### src/rtl/dcache_axi_bridge.sv
// Bridge from the L1 data cache memory port to an AXI4 master: cached reads
// refill a whole line with an INCR burst, uncached reads and all writes are single beats.
module dcache_axi_bridge #(
  parameter int         offset_width = 2,
  parameter logic [3:0] AXI_ID       = 4'd1
) (
  input  logic                               clk,
  input  logic                               rstn,
  input  logic [31:0]                        addr_dcache_mem,
  input  logic [31:0]                        dout_dcache_mem,
  input  logic                               dcache_mem_req,
  input  logic                               dcache_mem_wr,
  input  logic                               dcache_mem_SUC,
  input  logic [1:0]                         dcache_mem_size,
  input  logic [3:0]                         dcache_mem_wstrb,
  output logic                               mem_dcache_addrOK,
  output logic                               mem_dcache_dataOK,
  output logic                               mem_dcache_bvalid,
  output logic [32*(1<<offset_width)-1:0]    din_mem_dcache,
  output logic [3:0]                         arid,
  output logic [7:0]                         arlen,
  output logic [2:0]                         arsize,
  output logic [1:0]                         arburst,
  output logic [31:0]                        araddr,
  output logic                               arvalid,
  input  logic                               arready,
  input  logic [31:0]                        rdata,
  input  logic                               rlast,
  input  logic                               rvalid,
  output logic                               rready,
  output logic [3:0]                         awid,
  output logic [7:0]                         awlen,
  output logic [2:0]                         awsize,
  output logic [1:0]                         awburst,
  output logic [31:0]                        awaddr,
  output logic                               awvalid,
  input  logic                               awready,
  output logic [31:0]                        wdata,
  output logic [3:0]                         wstrb,
  output logic                               wlast,
  output logic                               wvalid,
  input  logic                               wready,
  input  logic                               bvalid,
  output logic                               bready,
  input  logic [1:0]                         bresp
);
  localparam int LINE = 1 << offset_width;
  localparam logic [offset_width-1:0] CNT_ONE = 1;

  typedef enum logic [2:0] {IDLE, RD_AR, RD_R, RD_DONE, WR_AWW, WR_B} state_t;

  state_t                  state_q;
  logic [31:0]             addr_q, data_q;
  logic                    suc_q;
  logic [1:0]              size_q;
  logic [3:0]              wstrb_q;
  logic                    arvalid_q, rready_q, dataok_q;
  logic                    awvalid_q, wvalid_q, bready_q, aw_done_q, w_done_q;
  logic [offset_width-1:0] cnt_q;
  logic [31:0]             line_q [LINE];

  logic                    aw_hs, w_hs, aw_fin, w_fin;
  logic [offset_width-1:0] widx;
  logic                    unused_bresp;

  assign aw_hs  = awvalid_q & awready;
  assign w_hs   = wvalid_q & wready;
  assign aw_fin = aw_done_q | aw_hs;
  assign w_fin  = w_done_q | w_hs;
  // Uncached reads always land in word 0 regardless of the beat count.
  assign widx   = suc_q ? '0 : cnt_q;
  assign unused_bresp = ^bresp;

  assign mem_dcache_addrOK = (state_q == IDLE) & dcache_mem_req;
  assign mem_dcache_dataOK = dataok_q;
  assign mem_dcache_bvalid = (state_q == WR_B) & bvalid;

  assign arid    = AXI_ID;
  assign araddr  = addr_q;
  assign arlen   = suc_q ? 8'd0 : 8'(LINE - 1);
  assign arsize  = suc_q ? {1'b0, size_q} : 3'd2;
  assign arburst = 2'b01;
  assign arvalid = arvalid_q;
  assign rready  = rready_q;

  assign awid    = AXI_ID;
  assign awaddr  = addr_q;
  assign awlen   = 8'd0;
  assign awsize  = {1'b0, size_q};
  assign awburst = 2'b01;
  assign awvalid = awvalid_q;
  assign wdata   = data_q;
  assign wstrb   = wstrb_q;
  assign wlast   = 1'b1;
  assign wvalid  = wvalid_q;
  assign bready  = bready_q;

  generate
    for (genvar gi = 0; gi < LINE; gi++) begin : g_line_out
      assign din_mem_dcache[32*gi +: 32] = line_q[gi];
    end
  endgenerate

  always_ff @(posedge clk) begin
    if (!rstn) begin
      state_q   <= IDLE;
      addr_q    <= '0;
      data_q    <= '0;
      suc_q     <= 1'b0;
      size_q    <= '0;
      wstrb_q   <= '0;
      arvalid_q <= 1'b0;
      rready_q  <= 1'b0;
      dataok_q  <= 1'b0;
      awvalid_q <= 1'b0;
      wvalid_q  <= 1'b0;
      bready_q  <= 1'b0;
      aw_done_q <= 1'b0;
      w_done_q  <= 1'b0;
      cnt_q     <= '0;
      for (int k = 0; k < LINE; k++) line_q[k] <= '0;
    end else begin
      dataok_q <= 1'b0;
      case (state_q)
        IDLE: begin
          if (dcache_mem_req) begin
            addr_q  <= addr_dcache_mem;
            data_q  <= dout_dcache_mem;
            suc_q   <= dcache_mem_SUC;
            size_q  <= dcache_mem_size;
            wstrb_q <= dcache_mem_wstrb;
            if (dcache_mem_wr) begin
              awvalid_q <= 1'b1;
              wvalid_q  <= 1'b1;
              aw_done_q <= 1'b0;
              w_done_q  <= 1'b0;
              state_q   <= WR_AWW;
            end else begin
              arvalid_q <= 1'b1;
              state_q   <= RD_AR;
            end
          end
        end
        RD_AR: begin
          if (arready) begin
            arvalid_q <= 1'b0;
            rready_q  <= 1'b1;
            cnt_q     <= '0;
            state_q   <= RD_R;
          end
        end
        RD_R: begin
          if (rvalid) begin
            line_q[widx] <= rdata;
            cnt_q        <= cnt_q + CNT_ONE;
            if (rlast) begin
              rready_q <= 1'b0;
              dataok_q <= 1'b1;
              state_q  <= RD_DONE;
            end
          end
        end
        RD_DONE: state_q <= IDLE;
        WR_AWW: begin
          // AW and W complete independently; leave only once both are done.
          if (aw_hs) begin
            awvalid_q <= 1'b0;
            aw_done_q <= 1'b1;
          end
          if (w_hs) begin
            wvalid_q <= 1'b0;
            w_done_q <= 1'b1;
          end
          if (aw_fin && w_fin) begin
            bready_q <= 1'b1;
            state_q  <= WR_B;
          end
        end
        WR_B: begin
          if (bvalid) begin
            bready_q <= 1'b0;
            state_q  <= IDLE;
          end
        end
        default: state_q <= IDLE;
      endcase
    end
  end
endmodule

### config.mk
export PLATFORM = sky130hd
export DESIGN_NAME = dcache_axi_bridge
export DESIGN_NICKNAME = d
export VERILOG_FILES = /design/src/rtl/dcache_axi_bridge.sv
export SDC_FILE = /design/constraint.sdc
export NUM_CORES = 1
export LEC_CHECK = 0
export ABC_AREA = 1
export CAP_MARGIN = 10
export CORE_MARGIN = 10
export CORE_UTILIZATION = 25
export DETAILED_ROUTE_END_ITERATION = 7
export SLEW_MARGIN = 20
export SYNTH_ARGS = -nofsm -noshare
export SYNTH_HDL_FRONTEND = slang
export SYNTH_SLANG_ARGS = --single-unit
### constraint.sdc
create_clock -name clk -period 4.3 [get_ports clk]
set_clock_uncertainty 0.2 [all_clocks]
set_input_delay 0.645 -clock clk [delete_from_list [all_inputs] [get_ports clk]]
set_output_delay 0.645 -clock clk [all_outputs]
set_load 0.005 [all_outputs]
Word level (Yosys, flattened, before mapping)
Memories as Yosys holds them, arrays and structs flattened.
Index checks and enable logic that the tools add are counted.
- $add $sub $neg: 1
- eq/ne operators: 14
- muxes and demuxes: 46
- bitwise operators: 6
- reduce and logical (&&, ||, !) cells: 16
- operators with widths (kind ; number):
    32-bit two-way mux ; 1
    32-bit OR reduction ; 1
    1-bit two-way mux ; 23
    3-bit two-way mux ; 7
    2-bit != test (second input constant) ; 10
    4-bit AND reduction ; 4
    3-bit one-hot mux with 5 select lines ; 1
    1-bit one-hot mux with 2 select lines ; 7
    2-bit two-way mux ; 6
    3-bit AND reduction ; 3
    2-bit nonzero test ; 4
    3-bit equality test (second input constant) ; 2
    6-bit AND reduction ; 1
    1-bit AND ; 4
    2-bit one-hot mux with 2 select lines ; 1
    3-bit by 1-bit equality test with 1-bit output (second input constant) ; 1
    3-bit by 2-bit equality test with 1-bit output (second input constant) ; 1
    3-bit zero test ; 1
    2-bit by 1-bit adder with 2-bit output (second input constant) ; 1
    1-bit bitwise OR ; 2
    2-bit AND reduction ; 1
    1-bit logical AND ; 1
- register bits: 84
- memory bits (writable): 128
- bits of input ports: 115
- output and inout port bits: 271
- word-level logic and storage cells: 99
- memories: 1
- memory list (memory ; depth ; width ; read ports ; clocked after Yosys merged registers in ; wr ports ; RTL line ; RTL):
    line_q ; 4 ; 32 ; 4 ; 0 ; 4 ; 60 ; logic [31:0] line_q [LINE];

Depth between registers and ports, before layout
Gate-level depths: netlist of the first run.
- depth in word-level cells: 6
- mapped depth: 9
- gate-level depth less buffers: 7

Worst setup path after synthesis of the first run
No wires, ideal clock.
- kind: reg2reg
- start: register suc_q
- end: memory line_q[1][0] (enable)
- arrival: 3.092 ns
- required time: 3.634 ns
- path slack: 0.543 ns
- stages on the path, launching flop included: 4
- clock period less this slack: 3.757 ns
- cells stage by stage: dfxtp_1 > inv_1 > nand3_1 > o21ai_0
- RTL lines (what ; RTL line ; RTL):
    from (decl) ; 54 ; logic suc_q;
    from (signal assigned) ; 129 ; suc_q <= dcache_mem_SUC;
    to (decl) ; 60 ;

Final worst setup path of the first run
- start: register state_q[2]
- end: output mem_dcache_addrOK
- cells in the longest elaborated chain, start to end: 2
- ends and longest elaborated chain (what ; RTL line ; RTL):
    from (decl) ; 52 ; state_t state_q;
    from (signal assigned) ; 106 ; state_q <= IDLE;
    from (signal assigned) ; 137 ; state_q <= WR_AWW;
    from (signal assigned) ; 140 ; state_q <= RD_AR;
    3-bit zero test ; 74 ; assign mem_dcache_addrOK = (state_q == IDLE) & dcache_mem_req;
    1-bit AND ; 74 ;
    to (decl) ; 16 ; output logic mem_dcache_addrOK,
Every way passes these cells.

==> results of run 1 <==
[stage by stage]
step                hold slack, ns  cell area, sq um  setup WS, ns  utilization
floorplan                   0.2403              8413        0.5427            -
global placement            0.2387             11960         1.259       0.3658
detailed placement          0.2438             11960         1.228       0.3658
CTS                         0.2529             12740         1.255       0.3896
global route                0.2707             12740         1.179       0.3896
finish                      0.2476             12740         1.334       0.3897
[cells by family (layout without fill, tap and decap cells)]
family	after synthesis	count (layout)	synth area share
buffers and inverters	160	469	0.1102
other	2	30	0.0009035
AOI/OAI and AO/OA	95	95	0.05961
and+or+nand+nor	333	333	0.1635
DFF	212	212	0.6648
xor gates and xnor gates	1	1	0.001054
[worst max-delay path, stage by stage, from the launching register on]
cell	delay, ns
dfxtp_1	0.41
nor2_2	0.31
nand3_2	0.18
inv_2	0.12
clkdlybuf4s50_1	0.59
[where the power goes]
part,internal (W),switching [W]
clock network,0.00119,0.000821
registers,0.00240,0.000166
logic,0.000766,0.000756
[sequential cells by signal, summed over array words and instances, names as in the netlist, 2 cells and up]
name     count
wstrb        4
size_q       2
state_q      3
cnt_q        2
wdata       32
araddr      32
line_q     128
[layer usage]
metal  vias up  routed length, microns  track usage
li1       3170                       -            -
met1      2975                   11110       0.1488
met2       358                   12320       0.2008
met3        32                    3621      0.06365
met4         0                     493      0.03197
met5         -                       0            0
[worst paths after layout]
| check | startpoint | depth (start not counted) | to |
|---|---|---|---|
| worst min-delay path | bready | 2 | bready |
| worst max register to register | suc_q | 5 | line_q[1][4] |
| worst min register to register | bready | 2 | bready |
| worst max-delay path | state_q[2] | 4 | mem_dcache_addrOK |
[synth_stat cells (all sizes together)]
cell type,n,area share
nand2,174,0.079
nor3,34,0.020
nand3b,3,0.0027
nor2,109,0.051
inv,56,0.025
clkbuf,13,0.0059
a21oi,83,0.051
xnor2,1,0.0011
o21ai,10,0.0065
nand4,1,0.00075
buf,91,0.079
o211ai,2,0.0018
edfxtp,128,0.46
nand3,12,0.0093
conb,2,0.00090
dfxtp,84,0.20
[area by class of cell]
class                      instances  area share
multi-input combinational        458      0.1575
sequential                       212      0.4336
antenna                            1   0.0001964
timing repair buffer             367      0.2877
clock inverter                    14     0.01001
clock buffer                      32     0.05115
inverter                          56     0.01649
tap                              442     0.04340
==> results_dict.tcl, run 1 <==
set metrics [dict create \
    status "complete, no violations" \
    via_count 6535 \
    drive_gt1_frac 0.05531 \
    grt_max_degree 78 \
    synth_cell_type_count 26 \
    powerDensity_nw_per_um2 478.8 \
    netlist_instances 803 \
    die_y_microns 202.3 \
    grt_pass1_wl_microns 41190 \
    critPathKind "register to primary output" \
    post_layout_nonfiller_instances 1582 \
    setup_tns_ns 0 \
    clkTransAtPathRegs_ns 0.06 \
    dr.pass1.iters 4 \
    grt.overflow.total 0 \
    fp.dieW_microns 202.3 \
    initial_core_util 0.2542 \
    htreeDepth 1 \
    irDropWorstVdd_mv 0.2732 \
    viasPerCell 4.131 \
    grtUsageTotal 0.1265 \
    cts_made_buffers 25 \
    num_rows 66 \
    grt_pass1_vias 6752 \
    fmaxAchievable_ghz 0.3372 \
    numClockSinks 212 \
    drc 0 \
    period_minus_slack_ns 2.966 \
    hold_buffers 0 \
    routed_wirelength_microns 27540 \
    antenna_found_initial 1 \
    gp_congestion 0.7569 \
    arrival_ns 2.12 \
    pin_count 386 \
    synth-seq-cells 212 \
    hold_class "register to register" \
    total_power_w 0.006101 \
    start_kind "register" \
    ys_seq_area_frac 0.6648 \
    worstSkewPairLatency_ns 0.51 \
    crit_path_max_fanout 8 \
    cp-end-kind "primary output" \
    cts_resized 0 \
    die-area_sq_um 40940 \
    synth.avg_cell_area_sq_um 10.35 \
    cts.repair_timing.setup_buffer_count 0 \
    setup_viol_count_final 0 \
    yosysWarnings 0 \
    multi_input_area_sq_um 2007 \
    final_common_cell "clkdlybuf4s50_1" \
    post_drt_wl_per_cell_microns 17.41 \
    cts_max_path_buffers 3 \
    final_cell_mix "354 x clkdlybuf4s50_1, 173 x nand2_1, 128 x edfxtp_1" \
    regArea_sq_um 5525 \
    maxCapViolations 0 \
    tightest_slew_ns 0.7900 \
    nNetsFinal 1235 \
    rrSetupSlack_ns 1.63 \
    place_inst 1535 \
    postRouteAntennaNets 0 \
    drt-initial-drc-count 267 \
    slew_viol_final 0 \
    syn_area_sq_um 8312 \
    rsz0062_at_grt "no" \
    fin_crit_sh 0.6897 \
    area_delta_synth_final_pct 53.32 \
    cts_tree "done" \
    io_buffers 354 \
    fillers 3228 \
    cp_data_required_time_ns 3.45 \
    leakagePower_nw 4.797 \
    root_buffer "clkbuf_16" \
    dpl.hpwl_microns 19870 \
    relSlewSlack 0.4733 \
    hold_viol 0 \
    core_region_area_sq_um 32700 \
]
No activity file was read; power rests on OpenSTA's default activity.
==> inputs of run 2 (changes only) <==
- clock period: 4.3 -> 2.6 ns (I/O delays scaled with it)
==> results_dict.tcl, run 2 (synthesis gave the netlist of run 1 again) <==
set metrics [dict create \
    status "complete, no violations" \
    gr-max-usage-layer "met2" \
    grt.overflow.total 0 \
    switching_share 0.2845 \
    critPathKind "register to primary output" \
    critPathBufInv 2 \
    crit_path_max_fanout 8 \
    cts_tree "done" \
    cts_max_path_buffers 3 \
    area_delta_synth_final_pct 54.07 \
    seq_power_share 0.418 \
    initial_core_util 0.2542 \
    top_register "line_q" \
    grt_max_degree 74 \
    reg2reg_depth 8 \
    worstSkewPairLatency_ns 0.53 \
    rsz0062_at_grt "no" \
    path_cells "nand4_1, inv_1, clkdlybuf4s50_1" \
    setup_tns_ns 0 \
    cpPeakStageDelay_ns 0.55 \
    cp-end-kind "primary output" \
    rrSetupSlack_ns 0.48 \
    dr.pass1.iters 4 \
    tightest_slew_ns 0.7753 \
    die-area_sq_um 40940 \
    antenna_cells 0 \
    drt-initial-drc-count 315 \
    irDropWorstVdd_mv 0.6231 \
    final_cell_mix "353 x clkdlybuf4s50_1, 172 x nand2_1, 128 x edfxtp_1" \
    largest_reg_flops 128 \
    leakagePower_nw 4.828 \
    hold_viol 0 \
    antenna_found_initial 1 \
    numClockSinks 212 \
    r2r_end "line_q[2][13]" \
    via_count 6592 \
    p_switching_w 0.002867 \
    fillers 3210 \
    r2r-start "state_q[2]" \
    drive_gt1_frac 0.05722 \
    gp_congestion 0.7547 \
    dpl.hpwl_microns 19750 \
    grt_pass1_wl_microns 41210 \
    hold_path_startpoint "dout_dcache_mem[26]" \
    power.internal_w 0.007211 \
    die_y_microns 202.3 \
    grt_use_met2 0.2080 \
    start_kind "register" \
    period_minus_slack_ns 2.452 \
    pin_count 386 \
    core_region_area_sq_um 32700 \
    clkTransAtPathRegs_ns 0.06 \
    critical_path_depth 3 \
    fmaxAchievable_ghz 0.4079 \
    htreeDepth 1 \
    maxCapViolations 0 \
    final_common_cell "clkdlybuf4s50_1" \
    setup_viol_count_final 0 \
    crit_slowest_cell "dfxtp_1" \
    cp_data_required_time_ns 2.01 \
    post_drt_wl_per_cell_microns 17.50 \
    cts_made_buffers 23 \
    crit_family "buffers and inverters" \
    root_buffer "clkbuf_16" \
    hold_class "input pin to register" \
    nNetsFinal 1236 \
    cp-endpoint "mem_dcache_bvalid" \
    postRouteAntennaNets 0 \
    p_clk_frac 0.326 \
    num_rows 66 \
    viasPerCell 4.177 \
    drc 0 \
    use_met1 0.1401 \
    slew_viol_final 0 \
    powerDensity_nw_per_um2 787.0 \
    fin_crit_sh 0.9429 \
    grtUsageTotal 0.1274 \
    fp.dieW_microns 202.3 \
    grt_pass1_vias 6942 \
    total_power_w 0.01008 \
    use_met3 0.06573 \
    routed_wirelength_microns 27620 \
    relSlewSlack 0.4831 \
    cts.repair_timing.setup_buffer_count 0 \
    arrival_ns 1.86 \
    io_buffers 354 \
    combPwrFrac 0.256 \
    worstSetupStartpoint "state_q[2]" \
]
run 2: cell count changes in the layout (fill, tap and decap cells not counted), moves of 2 or more:
cell and delta:
inv_6 -2, clkbuf_16 -2, buf_12 +5, clkinv_2 -2, buf_4 -2, clkbuf_1 -3
clkbuf_8 +4
run 2: worst min path at each step:
stage                     end  slack (ns)  cells after the start
finish              wdata[26]        0.21                      3
global route        araddr[6]        0.20                      3
CTS                 wdata[26]        0.18                      3
detailed placement     bready        0.25                      2
global placement       bready        0.24                      2
floorplan           aw_done_q        0.24                      2
run 2: power groups by stage:
stage | logic, W | clock network [W] | registers [W]
finish | 0.00258 | 0.00328 | 0.00422
global route | 0.00287 | 0.00350 | 0.00427
CTS | 0.00266 | 0.00339 | 0.00422
detailed placement | 0.00264 | 0 | 0.00428
global placement | 0.00264 | 0 | 0.00427
floorplan | 0.00124 | 0 | 0.00427
run 2: tightest hold or removal path, cell delays in order:
cell and delay [ns]:
clkdlybuf4s50_1 0.39, nand2_1 0.06, a21oi_1 0.05
run 2: cell type report:
class | instances | area, sq um | share of cell area
clock inverter | 9 | 107.6 | 0.008403
inverter | 56 | 210.2 | 0.01641
sequential | 212 | 5525 | 0.4315
timing repair buffer | 370 | 3750 | 0.2928
clock buffer | 31 | 645.6 | 0.05042
multi-input combinational | 458 | 2014 | 0.1573
tap | 442 | 553.0 | 0.04319
run 2: stage by stage:
step	hold slack (ns)	worst slack, ns	util	cell area (sq um)	std cells
2_1_floorplan	0.2403	0.1065	-	8421	830
3_3_place_gp	0.2410	0.2390	0.3685	12050	1538
3_5_place_dp	0.2478	0.2505	0.3685	12050	1538
4_1_cts	0.1806	0.1069	0.3916	12810	1578
5_1_grt	0.1990	0.05526	0.3916	12810	1578
6_report	0.2065	0.1484	0.3916	12810	1578
run 2: per-layer routing:
layer | wire (microns) | vias to the layer above | share of wire
li1 | - | 3169 | -
met4 | 914 | 2 | 0.033
met5 | 20 | - | 0.00072
met3 | 3537 | 52 | 0.13
met2 | 12540 | 353 | 0.45
met1 | 10610 | 3016 | 0.38
run 2: repair_timing:
item / CTS / global route
hold buffers: 0 / 0
gates resized for setup: 2 / 0
setup endpoints to repair: 1 / 0
endpoints found under the hold margin: 0 / 0
